File: src/rtl/color_ctrl_pkg.sv
// color_ctrl_pkg
// Shared definitions for the colour channel controller: channel encoding and
// the RRRGGGBB field layout of the committed colour byte.
// Build option: COLOR_CTRL_DEBOUNCE_EN (consumed by button_debouncer).
package color_ctrl_pkg;

    // Channel encoding; CH_RSVD is unreachable and recovers to CH_RED.
    typedef enum logic [1:0] {
        CH_RED   = 2'b00,
        CH_GREEN = 2'b01,
        CH_BLUE  = 2'b10,
        CH_RSVD  = 2'b11
    } channel_e;

    localparam int unsigned RGB_W = 8;

    localparam int unsigned R_MSB = 7;
    localparam int unsigned R_LSB = 5;
    localparam int unsigned R_W   = 3;

    localparam int unsigned G_MSB = 4;
    localparam int unsigned G_LSB = 2;
    localparam int unsigned G_W   = 3;

    localparam int unsigned B_MSB = 1;
    localparam int unsigned B_LSB = 0;
    localparam int unsigned B_W   = 2;

    // Next channel on an accepted button press.
    function automatic channel_e next_channel(input channel_e ch);
        case (ch)
            CH_RED:   return CH_GREEN;
            CH_GREEN: return CH_BLUE;
            default:  return CH_RED;
        endcase
    endfunction

endpackage

File: src/rtl/button_debouncer.sv
// button_debouncer
// Two-flop synchronizer followed by an optional counter debouncer.
// Ports:
//   clk_i    - clock, all state on rising edge
//   rst_ni   - synchronous active-low reset
//   button_i - raw asynchronous push-button
//   level_o  - accepted (synchronized, optionally debounced) button level
// Build option: COLOR_CTRL_DEBOUNCE_EN defined compiles in the debouncer;
// undefined, level_o is the synchronizer output and DEBOUNCE_CYCLES is ignored.
module button_debouncer
    import color_ctrl_pkg::*;
#(
    parameter int unsigned DEBOUNCE_CYCLES = 500000
) (
    input  logic clk_i,
    input  logic rst_ni,
    input  logic button_i,
    output logic level_o
);

    logic [1:0] sync_q, sync_d;

    always_comb begin
        sync_d = {sync_q[0], button_i};
    end

    always_ff @(posedge clk_i) begin
        if (!rst_ni) begin
            sync_q <= '0;
        end else begin
            sync_q <= sync_d;
        end
    end

`ifdef COLOR_CTRL_DEBOUNCE_EN
    localparam int unsigned CntW = (DEBOUNCE_CYCLES > 1) ? $clog2(DEBOUNCE_CYCLES) : 1;
    localparam logic [CntW-1:0] CntMax = CntW'(DEBOUNCE_CYCLES - 1);

    logic [CntW-1:0] cnt_q, cnt_d;
    logic            level_q, level_d;

    // Count consecutive disagreeing cycles; any agreeing cycle restarts the count.
    always_comb begin
        cnt_d   = '0;
        level_d = level_q;
        if (sync_q[1] != level_q) begin
            if (cnt_q == CntMax) begin
                level_d = sync_q[1];
            end else begin
                cnt_d = cnt_q + 1'b1;
            end
        end
    end

    always_ff @(posedge clk_i) begin
        if (!rst_ni) begin
            cnt_q   <= '0;
            level_q <= 1'b0;
        end else begin
            cnt_q   <= cnt_d;
            level_q <= level_d;
        end
    end

    assign level_o = level_q;
`else
    logic unused_debounce_cycles;
    assign unused_debounce_cycles = ^DEBOUNCE_CYCLES;

    assign level_o = sync_q[1];
`endif

endmodule

File: src/rtl/color_channel_ctrl.sv
// color_channel_ctrl
// Button-selected colour channel editor. The selected channel's field of a
// staging byte follows SWITCHES every cycle; the staging byte is committed to
// RGB_OUT on FRAME_START. A debounced button press steps RED->GREEN->BLUE.
// Ports:
//   CLK_IN      - clock, all state on rising edge
//   RST_N       - synchronous active-low reset
//   SWITCHES    - colour value for the selected channel (blue uses [1:0])
//   BUTTON      - raw push-button, advances the channel
//   FRAME_START - commit strobe (start of vertical blanking)
//   RGB_OUT     - committed colour, RRRGGGBB
//   CHANNEL     - current channel: 00 red, 01 green, 10 blue
//   PENDING     - staging differs from RGB_OUT
// Build option: COLOR_CTRL_DEBOUNCE_EN enables the button debouncer.
module color_channel_ctrl
    import color_ctrl_pkg::*;
#(
    parameter int unsigned DEBOUNCE_CYCLES = 500000
) (
    input  logic             CLK_IN,
    input  logic             RST_N,
    input  logic [2:0]       SWITCHES,
    input  logic             BUTTON,
    input  logic             FRAME_START,
    output logic [RGB_W-1:0] RGB_OUT,
    output logic [1:0]       CHANNEL,
    output logic             PENDING
);

    logic             level;
    logic             level_prev_q, level_prev_d;
    logic             press;
    channel_e         ch_q, ch_d;
    logic [RGB_W-1:0] stage_q, stage_d;
    logic [RGB_W-1:0] rgb_q, rgb_d;

    button_debouncer #(
        .DEBOUNCE_CYCLES(DEBOUNCE_CYCLES)
    ) u_button_debouncer (
        .clk_i   (CLK_IN),
        .rst_ni  (RST_N),
        .button_i(BUTTON),
        .level_o (level)
    );

    always_comb begin
        level_prev_d = level;
        press        = level & ~level_prev_q;

        ch_d = ch_q;
        if (ch_q == CH_RSVD) begin
            ch_d = CH_RED;
        end else if (press) begin
            ch_d = next_channel(ch_q);
        end

        // Staging follows the channel held before this edge's advance.
        stage_d = stage_q;
        case (ch_q)
            CH_RED:   stage_d[R_MSB:R_LSB] = SWITCHES[R_W-1:0];
            CH_GREEN: stage_d[G_MSB:G_LSB] = SWITCHES[G_W-1:0];
            CH_BLUE:  stage_d[B_MSB:B_LSB] = SWITCHES[B_W-1:0];
            default:  stage_d = stage_q;
        endcase

        rgb_d = FRAME_START ? stage_q : rgb_q;
    end

    always_ff @(posedge CLK_IN) begin
        if (!RST_N) begin
            level_prev_q <= 1'b0;
            ch_q         <= CH_RED;
            stage_q      <= '0;
            rgb_q        <= '0;
        end else begin
            level_prev_q <= level_prev_d;
            ch_q         <= ch_d;
            stage_q      <= stage_d;
            rgb_q        <= rgb_d;
        end
    end

    assign RGB_OUT = rgb_q;
    assign CHANNEL = ch_q;
    assign PENDING = (stage_q != rgb_q);

endmodule

File: config.mk
export PLATFORM = sky130hd
export DESIGN_NAME = color_channel_ctrl
export DESIGN_NICKNAME = d
export VERILOG_FILES = /design/src/rtl/color_ctrl_pkg.sv /design/src/rtl/button_debouncer.sv /design/src/rtl/color_channel_ctrl.sv
export SDC_FILE = /design/constraint.sdc
export NUM_CORES = 1
export LEC_CHECK = 0
export CORE_MARGIN = 3
export CORE_UTILIZATION = 48
export CTS_CLUSTER_DIAMETER = 200
export CTS_CLUSTER_SIZE = 8
export DETAILED_ROUTE_END_ITERATION = 12
export GPL_TIMING_DRIVEN = 1
export HOLD_SLACK_MARGIN = 0.08
export PLACE_DENSITY = 0.79
export SYNTH_ARGS = -nofsm -noshare
export SYNTH_HDL_FRONTEND = slang
export SYNTH_SLANG_ARGS = --single-unit
File: constraint.sdc
create_clock -name CLK_IN -period 1.3 [get_ports CLK_IN]
set_input_delay 0.13 -clock CLK_IN [delete_from_list [all_inputs] [get_ports CLK_IN]]
set_output_delay 0.13 -clock CLK_IN [all_outputs]
set_load 0.01 [all_outputs]
======== Word level (Yosys, flattened, before mapping) ========
Index checks and enable logic that the tools add are counted.
Widths: inputs -> output; s select.
word-level totals
  bits in registers ....................... 21
  logic and storage cells ................. 17
cells by class
  muxes and demuxes ....................... 1
  equality and inequality tests ........... 4
  bitwise operators ....................... 3
  reduce and logical (&&, ||, !) cells .... 2
operators by type and width
  kind                number
  $ne 8x8->1          1
  $eq 2x2->1 const B  2
  $pmux 2 s2          1
  $eq 2x1->1 const B  1
  $logic_not 2->1     1
  $not 1->1           2
  $reduce_or 2->1     1
  $and 1x1->1         1

======== Depth between registers and ports, before layout ========
  depth in word-level cells ............... 2
  depth in mapped cells ................... 3
  gate-level depth less buffers ........... 3

======== Cells and area by module ========
Synthesis repeated with hierarchy kept, for this count alone.
unflattened totals
  cells, all modules ...................... 84
  area total of the unflattened synthesis .. 853.3 um^2
by module, submodules not included
  module              cells each  instances  area an instance (um^2)  seq. area each (um^2)
  color_channel_ctrl  80          1          800.8                    380.4
  button_debouncer    4           1          52.6                     40.0

======== Worst setup path before layout ========
Ideal clock, no wire load.
  path type ............................... register to register
  start point ............................. register ch_q[0] (netlist: CHANNEL[0])
  end point ............................... register stage_q[0]
  path buffers ............................ 0
  stages on the path, launching flop included .. 4
  required time ........................... 1184 ps
  slack ................................... 288 ps
  arrival time ............................ 896 ps
  period minus slack after synthesis ...... 1012 ps
  cells stage by stage .................... dfxtp_1 -> nand2b_1 -> mux2i_1 -> nor2b_1
between the ends
  longest elaborated chain between the ends .. 1
ends and longest elaborated chain
  what                    RTL line                  text
  from (decl)             color_channel_ctrl.sv:33  channel_e ch_q, ch_d;
  from (signal assigned)  color_channel_ctrl.sv:77  ch_q <= ch_d;
  $eq 2x2->1              color_channel_ctrl.sv:59  case (ch_q)
  to (signal assigned)    color_channel_ctrl.sv:78  stage_q <= stage_d;
  to (decl)               color_channel_ctrl.sv:34  logic [RGB_W-1:0] stage_q, stage_d;
Every way passes these cells.
A chain may end at the register's enable or synchronous reset.

======== Worst setup path after layout ========
  start point ............................. register rgb_q[5] (netlist: RGB_OUT[5])
  end point ............................... output port PENDING
between the ends
  longest elaborated chain between the ends .. 1
ends and longest elaborated chain
  what                    RTL line                  text
  from (decl)             color_channel_ctrl.sv:35  logic [RGB_W-1:0] rgb_q, rgb_d;
  from (signal assigned)  color_channel_ctrl.sv:79  rgb_q <= rgb_d;
  $ne 8x8->1              color_channel_ctrl.sv:85  assign PENDING = (stage_q != rgb_q);
  to (decl)               color_channel_ctrl.sv:27  output logic PENDING
Every way passes these cells.

==> metrics.txt <==
status finished, violations left; failing checks negative setup slack; largest cells by area after synthesis dfxtp_1 (49%), mux2i_1 (13%), xor2_1 (8.2%); Ports 18; fraction of layout cells with a size suffix above 1 25.00%; via count 678; Area growth syn-to-layout 42.48%; Layout Nets around 130; FF-to-FF Start CHANNEL[0]; GPL Wtd Cong 0.7782; initial antenna violation count 0; Synth Warn # 0; CTS Hold Bufs 0; drt total wl 1.705 mm; Max stage delay on crit path 340 ps; Sw Share between 20% and 30%; synthesized area around 860 µm²; maximum clock rate 674.0 MHz; cell taking the most area after synthesis dfxtp_1; Crit path required time between 1000 and 1500 ps; crit-path max FO 2; internal power 0.8839 mW; DR pass1 iterations 2; clk slew on worst S/H paths between 100 and 150 ps; Die ar. roughly 2300 µm²; Worst slew margin 79.88%; CTS tree built; Leakage ~0.61 nW; Reg2Reg Depth 4; FF+latch count, synth 21; top cell type's share of synthesized area roughly half; maximum vdd drop roughly 0.75 mV; Tcrit/Tclk final 114.1%; Critical Path End Type primary output; Clock Sinks 21; htree depth 1; Max-cap violations 0; register area share after synthesis between 40% and 50%; Avg WL per Cell 11.84 µm; Finish-stage setup viols 1; Synth Instances 85; CP arrival approximately 1400 ps; R2R setup slack roughly 300 ps; starting density of the core between 50% and 60%; Vias per Instance 4.708; hold_ws between 400 and 500 ps; gr ovfl total 0; RSZ-0062 raised after global routing true; row cnt 14; Clk pwr share between 20% and 30%; first-pass GRT wire length 2.808 mm; CP Capture Point PENDING; Unique masters post-synth 17; number of global-route vias before repair 670; global-route usage over all layers between 10% and 20%; DRC viols 0; Reg-to-Reg End stage_q[4]; Syn Nets slightly above 90; largest net degree at the start of global routing 22; drt initial violations 5; CP Launch Point RGB_OUT[5]; cell area power density around 950 nW/µm²; Slew @ Worst Pin ~300 ps; worst min path class primary input to register; n_diodes 0; NetSw around 0.27 mW; Comb pwr share between 10 and 15%; Port Buffer Count 17; CP cell instances xor2_1 > nor4_1 > nand2_1 > buf_2; clock skew after layout 11.14 ps; Crit Path Class register to primary output; post-layout min period between 1000 and 1500 ps; part of the power in registers approximately three fifths; final core utilization between 70% and 80%; Core ar. 1594 µm²; critical path buffer and inverter count 1; worst skew pair latency about 300 ps; Worst path top cell family by delay simple AND/OR/NAND/NOR gates; pre-CTS setup slack -196.3 ps; Slew Limit Fails 0; post-route ant nets 0; HPWL reported at the end of detailed placement 1.266 mm; Final WS setup -183.8 ps; Syn Area/Cell 10.08 µm²; slowest CP cell dfxtp_2; Worst setup SP type register; CTS Buffer Depth 2; clock buffer count from CTS 3; CTS Root Cell clkbuf_4; final hold violations 0; Die H 48.26 µm; Die Wd 48.26 µm; WP depth 4
## state kept, by name, summed over array words and instances (netlist names)
| signal | cells |
|---|---|
| CHANNEL | 2 |
| RGB_OUT | 8 |
| u_button_debouncer.sync_q | 2 |
| stage_q | 8 |
| level_prev_q | 1 |
## layout make-up
class	instances	area [µm²]
Timing Repair Buffer	34	306.5
Clock buffer	4	26.28
Multi-Input combinational cell	61	424.2
Tap cell	24	30.03
Fill cell	101	372.9
Sequential cell	21	434.2
## placed cells by master (no fill, tap or decap)
| master | count |
|---|---|
| nor2_1 | 1 |
| buf_4 | 15 |
| and2b_1 | 1 |
| dfxtp_2 | 8 |
| xnor2_1 | 1 |
| nor3b_1 | 1 |
| dfxtp_4 | 1 |
| mux2i_1 | 11 |
| a21boi_0 | 3 |
| nand2_1 | 10 |
| o21ai_0 | 3 |
| xor2_1 | 8 |
| and2_1 | 4 |
| nor2b_1 | 11 |
| buf_12 | 2 |
| clkbuf_4 | 3 |
| buf_2 | 1 |
| dfxtp_1 | 12 |
| clkbuf_1 | 1 |
| clkdlybuf4s15_1 | 1 |
| nand2b_1 | 2 |
| nor4_1 | 2 |
| clkdlybuf4s50_1 | 6 |
| a21boi_1 | 3 |
| dlygate4sd2_1 | 9 |
## cell families after synthesis
group           count (synthesis)  synth area share, %
compound gates                  9                7.006
xor+xnor                        9                9.198
buf+inv                         3                1.460
flops                          21                49.05
mux                            11                12.85
simple gates                   32                20.44
## power by group through the flow
stage,clock (mW),sequential (mW),combinational (mW)
after floorplan,0,0.702,0.0780
after global placement,0,0.697,0.178
after detailed placement,0,0.698,0.181
after CTS,0.313,0.682,0.170
after global routing,0.333,0.686,0.185
final,0.307,0.683,0.168
## cell usage after synthesis (all sizes together)
cell and number:
nor2b 11, clkbuf 2, a21boi 6, nor3b 1, buf 1, nor4 2, xor2 8, nor2 1
and2b 1, and2 4, o21ai 3, mux2i 11, nand2 10, dfxtp 21, nand2b 2, xnor2 1
## per-layer routing
layer	GRT usage (%)	up-vias	share of wire, %	routed length [µm]
met2	28.65	15	49	839
met5	0	-	0	0
met4	6.452	0	0.70	12
met1	22.52	310	45	775
met3	2.214	2	4.5	77
li1	-	351	-	-
## worst register-to-register path: stages (launching register included)
cell and delay (ps):
dfxtp_1 380, buf_4 150, nor2b_1 210, nand2_1 90, a21boi_1 120
## how the worst min path moves through the flow
stage,startpoint,endpoint,slack [ps],cells past startpoint
after detailed placement,u_button_debouncer.sync_q[0],u_button_debouncer.sync_q[1],420,1
after floorplan,BUTTON,u_button_debouncer.sync_q[0],260,1
final,BUTTON,u_button_debouncer.sync_q[0],420,2
after global placement,u_button_debouncer.sync_q[0],u_button_debouncer.sync_q[1],410,1
after CTS,BUTTON,u_button_debouncer.sync_q[0],410,2
after global routing,BUTTON,u_button_debouncer.sync_q[0],440,2
## per-stage QoR
stage,setup TNS [ps],area (µm²),cells,total power [mW]
floorplan,0,857.1,85,0.7800
global placement,-163.7,1190,139,0.8746
detailed placement,-196.3,1190,139,0.8789
CTS,-191.2,1219,144,1.165
global route,-232.7,1221,144,1.205
finish,-183.8,1221,144,1.158
## repair_timing
action                     4_1_cts  5_1_grt
setup buffers                    1        0
resized for setup               23        2
hold endpoints to repair         0        0
setup endpoints to repair       11        2
pin swaps                        1        2
(Power assumes the default switching activity.)
